## src/rtl/fifo_write_packer.sv

```systemverilog
// Packs RATIO narrow upstream words into one FIFO-width word (lane 0 in the LSBs)
// and feeds the FIFO write port through an output register backed by a skid register.
module fifo_write_packer #(
    parameter int DELAY     = 1,
    parameter int IN_WIDTH  = 32,
    parameter int OUT_WIDTH = 128,
    parameter int CNT_WIDTH = 32
) (
    input  logic                 CLK,
    input  logic                 RESET_N,
    input  logic                 wren,
    input  logic [IN_WIDTH-1:0]  din,
    input  logic                 flush,
    output logic                 full,
    output logic                 overflow,
    output logic                 busy,
    output logic                 fifo_wren,
    output logic [OUT_WIDTH-1:0] fifo_din,
    input  logic                 fifo_full,
    output logic [CNT_WIDTH-1:0] word_count
);

    localparam int RATIO  = OUT_WIDTH / IN_WIDTH;
    localparam int LANE_W = (RATIO > 1) ? $clog2(RATIO) : 1;
    localparam logic [LANE_W-1:0] LAST_LANE = LANE_W'(RATIO - 1);

    generate
        if (RATIO < 1 || RATIO > 16 || RATIO * IN_WIDTH != OUT_WIDTH || DELAY < 0) begin : g_bad_params
            $error("fifo_write_packer: OUT_WIDTH must be 1..16 times IN_WIDTH");
        end
    endgenerate

    logic [LANE_W-1:0]    lane_q, lane_d;
    logic [OUT_WIDTH-1:0] acc_q, acc_d;
    logic                 out_valid_q, out_valid_d;
    logic [OUT_WIDTH-1:0] out_data_q, out_data_d;
    logic                 skid_valid_q, skid_valid_d;
    logic [OUT_WIDTH-1:0] skid_data_q, skid_data_d;
    logic                 overflow_q, overflow_d;
    logic [CNT_WIDTH-1:0] count_q, count_d;

    logic                 accept;
    logic                 pop;
    logic                 complete;
    logic [OUT_WIDTH-1:0] merged;

    always_comb begin
        // full is skid_valid_q, so an accepted write always has a free slot to land in
        accept       = wren && !skid_valid_q;
        pop          = out_valid_q && !fifo_full;
        merged       = acc_q;
        if (accept) begin
            merged[lane_q*IN_WIDTH +: IN_WIDTH] = din;
        end
        complete     = (accept && (lane_q == LAST_LANE)) || (flush && ((lane_q != '0) || accept));

        lane_d       = lane_q;
        acc_d        = merged;
        if (complete) begin
            lane_d = '0;
            acc_d  = '0;
        end else if (accept) begin
            lane_d = lane_q + 1'b1;
        end

        out_valid_d  = out_valid_q;
        out_data_d   = out_data_q;
        skid_valid_d = skid_valid_q;
        skid_data_d  = skid_data_q;
        if (pop) begin
            if (skid_valid_q) begin
                out_data_d = skid_data_q;
                if (complete) begin
                    skid_data_d = merged;
                end else begin
                    skid_valid_d = 1'b0;
                end
            end else if (complete) begin
                out_data_d = merged;
            end else begin
                out_valid_d = 1'b0;
            end
        end else if (!out_valid_q) begin
            if (complete) begin
                out_valid_d = 1'b1;
                out_data_d  = merged;
            end
        end else if (complete) begin
            skid_valid_d = 1'b1;
            skid_data_d  = merged;
        end

        overflow_d   = overflow_q || (wren && skid_valid_q);
        count_d      = count_q + CNT_WIDTH'(pop);
    end

    always_ff @(posedge CLK or negedge RESET_N) begin
        if (!RESET_N) begin
            lane_q       <= '0;
            acc_q        <= '0;
            out_valid_q  <= 1'b0;
            out_data_q   <= '0;
            skid_valid_q <= 1'b0;
            skid_data_q  <= '0;
            overflow_q   <= 1'b0;
            count_q      <= '0;
        end else begin
            lane_q       <= lane_d;
            acc_q        <= acc_d;
            out_valid_q  <= out_valid_d;
            out_data_q   <= out_data_d;
            skid_valid_q <= skid_valid_d;
            skid_data_q  <= skid_data_d;
            overflow_q   <= overflow_d;
            count_q      <= count_d;
        end
    end

    assign full       = skid_valid_q;
    assign overflow   = overflow_q;
    assign busy       = (lane_q != '0) || out_valid_q || skid_valid_q;
    assign fifo_wren  = pop;
    assign fifo_din   = out_data_q;
    assign word_count = count_q;

endmodule

```

## config.mk

```make
export PLATFORM = sky130hd
export DESIGN_NAME = fifo_write_packer
export DESIGN_NICKNAME = d
export VERILOG_FILES = /design/src/rtl/fifo_write_packer.sv
export SDC_FILE = /design/constraint.sdc
export NUM_CORES = 1
export LEC_CHECK = 0
export ABC_AREA = 1
export CAP_MARGIN = 20
export CORE_MARGIN = 3
export CORE_UTILIZATION = 62
export CTS_CLUSTER_DIAMETER = 120
export DETAILED_ROUTE_END_ITERATION = 8
export PLACE_DENSITY = 0.86
export SYNTH_ARGS = -nofsm -noshare
export SYNTH_HDL_FRONTEND = slang
export SYNTH_SLANG_ARGS = --single-unit
```

## constraint.sdc

```tcl
create_clock -name CLK -period 4.8 [get_ports CLK]
set_input_delay 0.96 -clock CLK [delete_from_list [all_inputs] [get_ports CLK]]
set_output_delay 0.96 -clock CLK [all_outputs]
set_load 0.02 [all_outputs]
```

==> results of run 1 <==
-- sequential cells by signal, indices dropped and copies added (netlist names) --
| signal | flops |
|---|---|
| skid_data_q | 128 |
| lane_q | 2 |
| full | 1 |
| acc_q | 128 |
| fifo_din | 128 |
| overflow | 1 |
| word_count | 32 |
| out_valid_q | 1 |
-- power breakdown --
group | switching, W | internal (W) | total [W] | leakage [nW]
combinational | 0.00370 | 0.00201 | 0.00571 | 7.11
sequential | 0.000587 | 0.00433 | 0.00492 | 5.68
clock | 0.00138 | 0.00211 | 0.00349 | 0.726
total | 0.00567 | 0.00845 | 0.0141 | 13.5
-- worst reg2reg max path, stage by stage (launching register included) --
cell and delay [ps]:
dfrtp_1 510, ha_1 260, nand3_4 400, nand2_1 290, nand2_4 70, nor2_4 380, buf_4 590, nand2_1 170
nand3_1 110, nand2_1 70
-- kinds of logic (layout without fill, tap and decap cells) --
| group | after synthesis | after routing |
|---|---|---|
| XOR/XNOR | 20 | 20 |
| flip-flops | 421 | 421 |
| AND/OR/NAND/NOR | 1558 | 1558 |
| AO/OA/AOI/OAI | 318 | 318 |
| adder cells (fa/ha/maj) | 7 | 7 |
| buffers and inverters | 505 | 655 |
-- final timing paths --
check                            startpoint               end
max in group asynchronous           RESET_N    word_count[25]
hold / removal             skid_data_q[100]  skid_data_q[100]
hold reg to reg            skid_data_q[100]  skid_data_q[100]
setup reg to reg                  lane_q[0]      fifo_din[97]
setup / recovery                  fifo_full         fifo_wren
min in group asynchronous           RESET_N    word_count[19]
-- through the flow --
stage | hold slack [ps] | power [W] | instances
2_1_floorplan | 453 | 0.00845 | 2829
6_report | 483 | 0.0141 | 3421
3_5_place_dp | 474 | 0.0106 | 3346
5_1_grt | 504 | 0.0150 | 3421
3_3_place_gp | 467 | 0.0103 | 3345
4_1_cts | 489 | 0.0141 | 3421
-- area by class of cell --
cell class | instances | area share (%)
sequential | 421 | 43.3
multi-input combinational | 1903 | 33.2
clock buffer | 64 | 5.42
clock inverter | 11 | 0.674
inverter | 355 | 5.52
tap | 442 | 2.27
timing repair buffer | 225 | 9.57
-- cell usage after synthesis (all sizes together) --
cell	instances
nand3b	6
nand3	116
clkbuf	66
nor3	8
nor2	275
nand2	1110
xor2	14
xnor2	6
dfrtp	421
and3	2
o21ai	133
a21o	1
ha	7
inv	355
or2	29
nand4	12
a21oi	183
buf	84
o31ai	1
-- routing by layer --
metal | track usage, % | vias up | wire (um)
met5 | 0 | - | 0
met4 | 13.7 | 0 | 2360
met3 | 5.75 | 151 | 4750
met2 | 51.0 | 883 | 26300
met1 | 42.4 | 8705 | 22300
li1 | - | 8807 | -
==> summary.txt, run 1 <==
Layout
  – Sequential cell area: 0.0105 sq mm
  – Most common cell after layout, fill and taps aside: nand2_1
  – Fill count: 2,408
  – Fin area: 0.0243 sq mm
  – Number of diodes: 0
  – Layout Nets: 2,994
  – Layout cells sized above 1: 4.50%
  – P&R area growth vs syn: 17.8%
  – Final Util: 74.4%
  – Commonest non-fill, non-tap cells in the layout: 1,103 x nand2_1, 421 x dfrtp_1, 351 x inv_1
  – Multi-input gate area: 0.00808 sq mm

STA
  – Least-Margin Pin Slew: 1100 ps
  – TNS Setup: 0 ps
  – RSZ-0062 raised after global routing: no
  – Fin crit share: 71.5%
  – Final hold violations: 0
  – Final min period: 3430 ps
  – Fin worst setup slack: 1370 ps
  – Clock Skew: 7.78 ps
  – Setup Viol. Count Final: 0
  – Rel. slew slack: 26.7%
  – Highest clock rate: 291 MHz
  – Max Transition Viols Final: 0

Logic synthesis
  – Seq/Total Area, Yosys: 51.0%
  – Area share of and/or/nand/nor cells after synthesis: 30.0%
  – Top cell type's share of synthesized area: 51.0%
  – Synth top area cells: dfrtp_1 51%, nand2_1 20%, inv_1 6.4%
  – Largest family of logic cells by synthesized area: simple AND/OR/NAND/NOR gates
  – #FFs+latches synth: 421
  – Post-synth net total: 2,873
  – Adder-Cell Fraction of Synth Area: 0.424%
  – Syn. warnings: 0
  – Area of the mapped netlist: 0.0206 sq mm
  – Synth unique cells: 32
  – Syn avg cell area: 7.30 sq um
  – Compound-cell area share of the yosys netlist: 7.73%
  – Post-synthesis cell count: 2,829
  – Cell taking the most area after synthesis: dfrtp_1
  – Mux contribution to synthesized area: 0%
  – Xor and xnor fraction of the mapped netlist area: 0.849%

Route
  – WL final: 55,800 um
  – WL per Instance: 16.3 um
  – # DRC: 0
  – Pre-Repair DR Iteration Count: 5
  – Via count: 18,500
  – Post-route ant nets: 0
  – Via density per instance: 5.42
  – Iteration-0 DRC Markers: 1,877

Clock tree
  – Bufs on Longest Clock Path: 3
  – Total clock buffers created by CTS: 44
  – Hold-fix buffers at CTS: 0
  – Later-pin clock latency in the skew report: 540 ps
  – CTS resizes: 0
  – CTS tree: yes
  – Max H-tree Level: 2
  – Post-CTS Setup Bufs: 0
  – Clk sinks: 421
  – Worst-path clk slew: 60 ps
  – Clock root buffer: clkbuf_16

Placement
  – Worst slack, placed: 967 ps
  – # port buffers: 200
  – GP Congestion: 0.896
  – Post-DP HPWL: 36,000 um
  – Placed Area: 0.0228 sq mm

Global route
  – Total track usage: 31.6%
  – Total grt overflow: 0
  – Vias in the first global route: 18,400
  – Largest net degree at the start of global routing: 135
  – First-pass GRT wire length: 92,100 um
  – Initial antenna violation count: 0

Job
  – Max Cap Violations: 0

Power and ir drop
  – PwrDens: 581 mW/mm^2
  – Static leakage: 13.5 nW
  – VDD IR max: 413 uV

Floorplanning
  – Starting Density: 63.1%
  – CORE AREA: 0.0327 sq mm
  – Standard-cell rows: 66
  – Die Span Y: 188 um
  – Die ar.: 0.0355 sq mm
  – Die W: 188 um
  – Total I/O pin count: 201

Setup path
  – Slowest CP cell: clkdlybuf4s50_1
  – CP delay by family, top: buffers and inverters
  – Worst-path fanout max: 4
  – FF-to-FF setup slack: 1830 ps
  – Worst reg2reg path depth: 9
  – WP data required: 3840 ps
  – Crit path kind: in2out
  – Most numerous cell on the critical path: clkdlybuf4s50_1
  – WP data arrival: 2470 ps
  – WP depth: 3
  – CP Buf/Inv Count: 2
  – Largest stage delay on the critical path: 680 ps
  – Crit-path cells: clkdlybuf4s50_1 -> nor2_2 -> clkdlybuf4s50_1
  – CP Launch Type: input pin
  – CP endpoint kind: output port

Worst hold path
  – Type of the most critical hold path: reg2reg
  – Hold depth: 2

Status
  – Status: finished, final reports clean
No activity file was read; power rests on OpenSTA's default activity.
==> inputs of run 2 (changes only) <==
Settings changed: CORE_UTILIZATION 62 to 52, PLACE_DENSITY 0.86 to 0.77.
Clock period 4.8 ns to 2.8 ns, I/O delays scaled along.
==> run 2 against run 1 <==
  * Global-route usage fell by 4.1 points
  * Wire length rose by 4.0%
  * Critical path type is now reg2out
  * Power rose by 72%
  * Hold slack got worse by 470 ps
  * Sequential cell count did not move
  * Clock skew rose by 4.5 ps
  * Sequential power rose by 72%
  * Largest power group unchanged
  * Cell count rose by 3.2%
  * Critical path depth rose by 1
==> summary.txt, run 2 (synthesis gave the netlist of run 1 again) <==
Status
  – Status: finished, final reports clean

Layout
  – Fin area: 0.0247 sq mm (+1.5%)
  – Layout cells sized above 1: 5.35% (+0.85 points)
  – Most common cell after layout, fill and taps aside: nand2_1
  – Commonest non-fill, non-tap cells in the layout: 1,103 x nand2_1, 421 x dfrtp_1, 351 x inv_1
  – P&R area growth vs syn: 19.6%
  – Layout Nets: 3,023 (+0.97%)
  – Finished Layout Cells: 3,531 (+3.2%)

STA
  – Final hold violations: 0 (unchanged)
  – Least-Margin Pin Slew: 922 ps (-178 ps)
  – Rel. slew slack: 38.5% (+12 points)
  – Max Transition Viols Final: 0 (unchanged)
  – Final min period: 2640 ps
  – RSZ-0062 raised after global routing: no
  – Clock Skew: 12.3 ps (+4.50 ps)
  – Fin crit share: 94.1%
  – Highest clock rate: 380 MHz
  – Setup Viol. Count Final: 0 (unchanged)
  – TNS Setup: 0 ps (unchanged)

Global route
  – Vias in the first global route: 17,700 (-3.9%)
  – Most used routing layer in global routing: met2
  – Largest net degree at the start of global routing: 134 (-0.74%)
  – Initial antenna violation count: 1 (+1)
  – Total grt overflow: 0 (unchanged)
  – First-pass GRT wire length: 93,300 um (+1.3%)
  – Met2 layer usage reported by global route: 43.6% (-7.3 points)
  – Total track usage: 27.5% (-4.1 points)
  – Met3 usage: 4.48% (-1.3 points)
  – Met1 Usage GRT: 38.5% (-3.9 points)

Job
  – Max Cap Violations: 0 (unchanged)

Route
  – Iteration-0 DRC Markers: 1,694 (-9.7%)
  – # DRC: 0 (unchanged)
  – WL final: 58,000 um (+4.0%)
  – Via density per instance: 5.22 (-3.7%)
  – WL per Instance: 16.4 um (+0.79%)
  – Pre-Repair DR Iteration Count: 5 (unchanged)
  – Post-route ant nets: 0 (unchanged)
  – Via count: 18,400 (-0.56%)

Placement
  – Post-DP HPWL: 38,300 um (+6.5%)
  – Placed Area: 0.0232 sq mm (+1.7%)
  – GP Congestion: 0.899 (+0.33%)
  – # port buffers: 200 (unchanged)
  – Inst Count DP: 3,450 (+3.1%)

Worst hold path
  – Type of the most critical hold path: in2async

Setup path
  – CP startpoint: lane_q[0]
  – Crit path kind: reg2out
  – CP Launch Type: flop
  – Reg2reg end: acc_q[103]
  – WP data arrival: 2080 ps (-390 ps)
  – WP data required: 2240 ps (-1600 ps)
  – CP endpoint kind: output port
  – Worst-path fanout max: 7 (+3)
  – Reg2reg start: lane_q[0]
  – FF-to-FF setup slack: 200 ps (-1630 ps)
  – Crit path capture: busy
  – Worst reg2reg path depth: 8 (-1)

Clock tree
  – Total clock buffers created by CTS: 45 (+2.3%)
  – CTS tree: yes
  – Later-pin clock latency in the skew report: 570 ps (+30 ps)
  – Max H-tree Level: 2 (unchanged)
  – Hold-fix buffers at CTS: 0 (unchanged)
  – Bufs on Longest Clock Path: 3 (unchanged)
  – Worst-path clk slew: 60 ps (about the same)
  – Clock root buffer: clkbuf_16
  – Clk sinks: 421 (unchanged)

Floorplanning
  – Die ar.: 0.0421 sq mm (+19%)
  – Die Span Y: 205 um (+8.9%)
  – Standard-cell rows: 72 (+9.1%)
  – Starting Density: 53.0% (-10 points)
  – Total I/O pin count: 201 (unchanged)
  – CORE AREA: 0.0389 sq mm (+19%)
  – Die W: 205 um (+8.9%)

Power and ir drop
  – PwrDens: 986 mW/mm^2 (+70%)
  – Static leakage: 13.7 nW (+1.1%)
  – VDD IR max: 627 uV (+52%)
## run 2: cell types whose count changed in the layout (fill, tap and decap cells not counted), moves of 2 or more
cell and delta:
bufinv_16 -4, buf_4 +20, clkbuf_16 +2, buf_12 +9, clkbuf_1 +6
## run 2: what timing repair did
| item | 4_1_cts | 5_1_grt |
|---|---|---|
| setup endpoints to repair | 1 | 0 |
| resized for setup | 1 | 0 |
| hold endpoints to repair | 0 | 0 |
| buffers inserted | 0 | 0 |
## run 2: metrics by stage
stage	hold WS [ps]	setup WS (ps)	power, W	util, %
final	9.84	165	0.0243	63.4
after global routing	39.1	54.8	0.0258	63.4
after detailed placement	454	47.8	0.0185	59.7
after global placement	442	119	0.0182	59.7
after CTS	6.59	175	0.0244	63.4
after floorplan	264	563	0.0145	-
## run 2: area by class of cell
| class | count | area [sq um] |
|---|---|---|
| clock inverter | 7 | 41.3 |
| sequential | 421 | 10500 |
| clock buffer | 73 | 1400 |
| inverter | 355 | 1340 |
| multi-input combinational | 1903 | 8080 |
| tap | 518 | 648 |
| fill | 3332 | 14200 |
| timing repair buffer | 253 | 2630 |
| antenna | 1 | 2.50 |
## run 2: per-layer routing
layer	wire length, um	share of wire [%]
met1	25000	43
met2	27100	47
met3	4050	7.0
met4	1870	3.2
met5	0	0
## run 2: critical path: stages (launching register included)
cell	delay (ps)
dfrtp_1	480
inv_1	150
ha_1	310
nand3_1	140
dlygate4sd2_1	420
## run 2: how the worst min path moves through the flow
stage                      to  startpoint
5_1_grt        word_count[19]     RESET_N
6_report        word_count[9]     RESET_N
2_1_floorplan        acc_q[0]     RESET_N
4_1_cts        word_count[19]     RESET_N
3_3_place_gp         overflow    overflow
3_5_place_dp         overflow    overflow
## run 2: where the power goes
group / total [W] / internal (W) / switching (W)
logic: 0.0100 / 0.00358 / 0.00645
registers: 0.00845 / 0.00743 / 0.00102
clock network: 0.00586 / 0.00341 / 0.00245
==> inputs of run 3 (changes only) <==
Settings changed: SETUP_SLACK_MARGIN set to 0.02.
==> results of run 3 <==
Same layout as run 2: the final DEF is identical, and so are final timing and power.
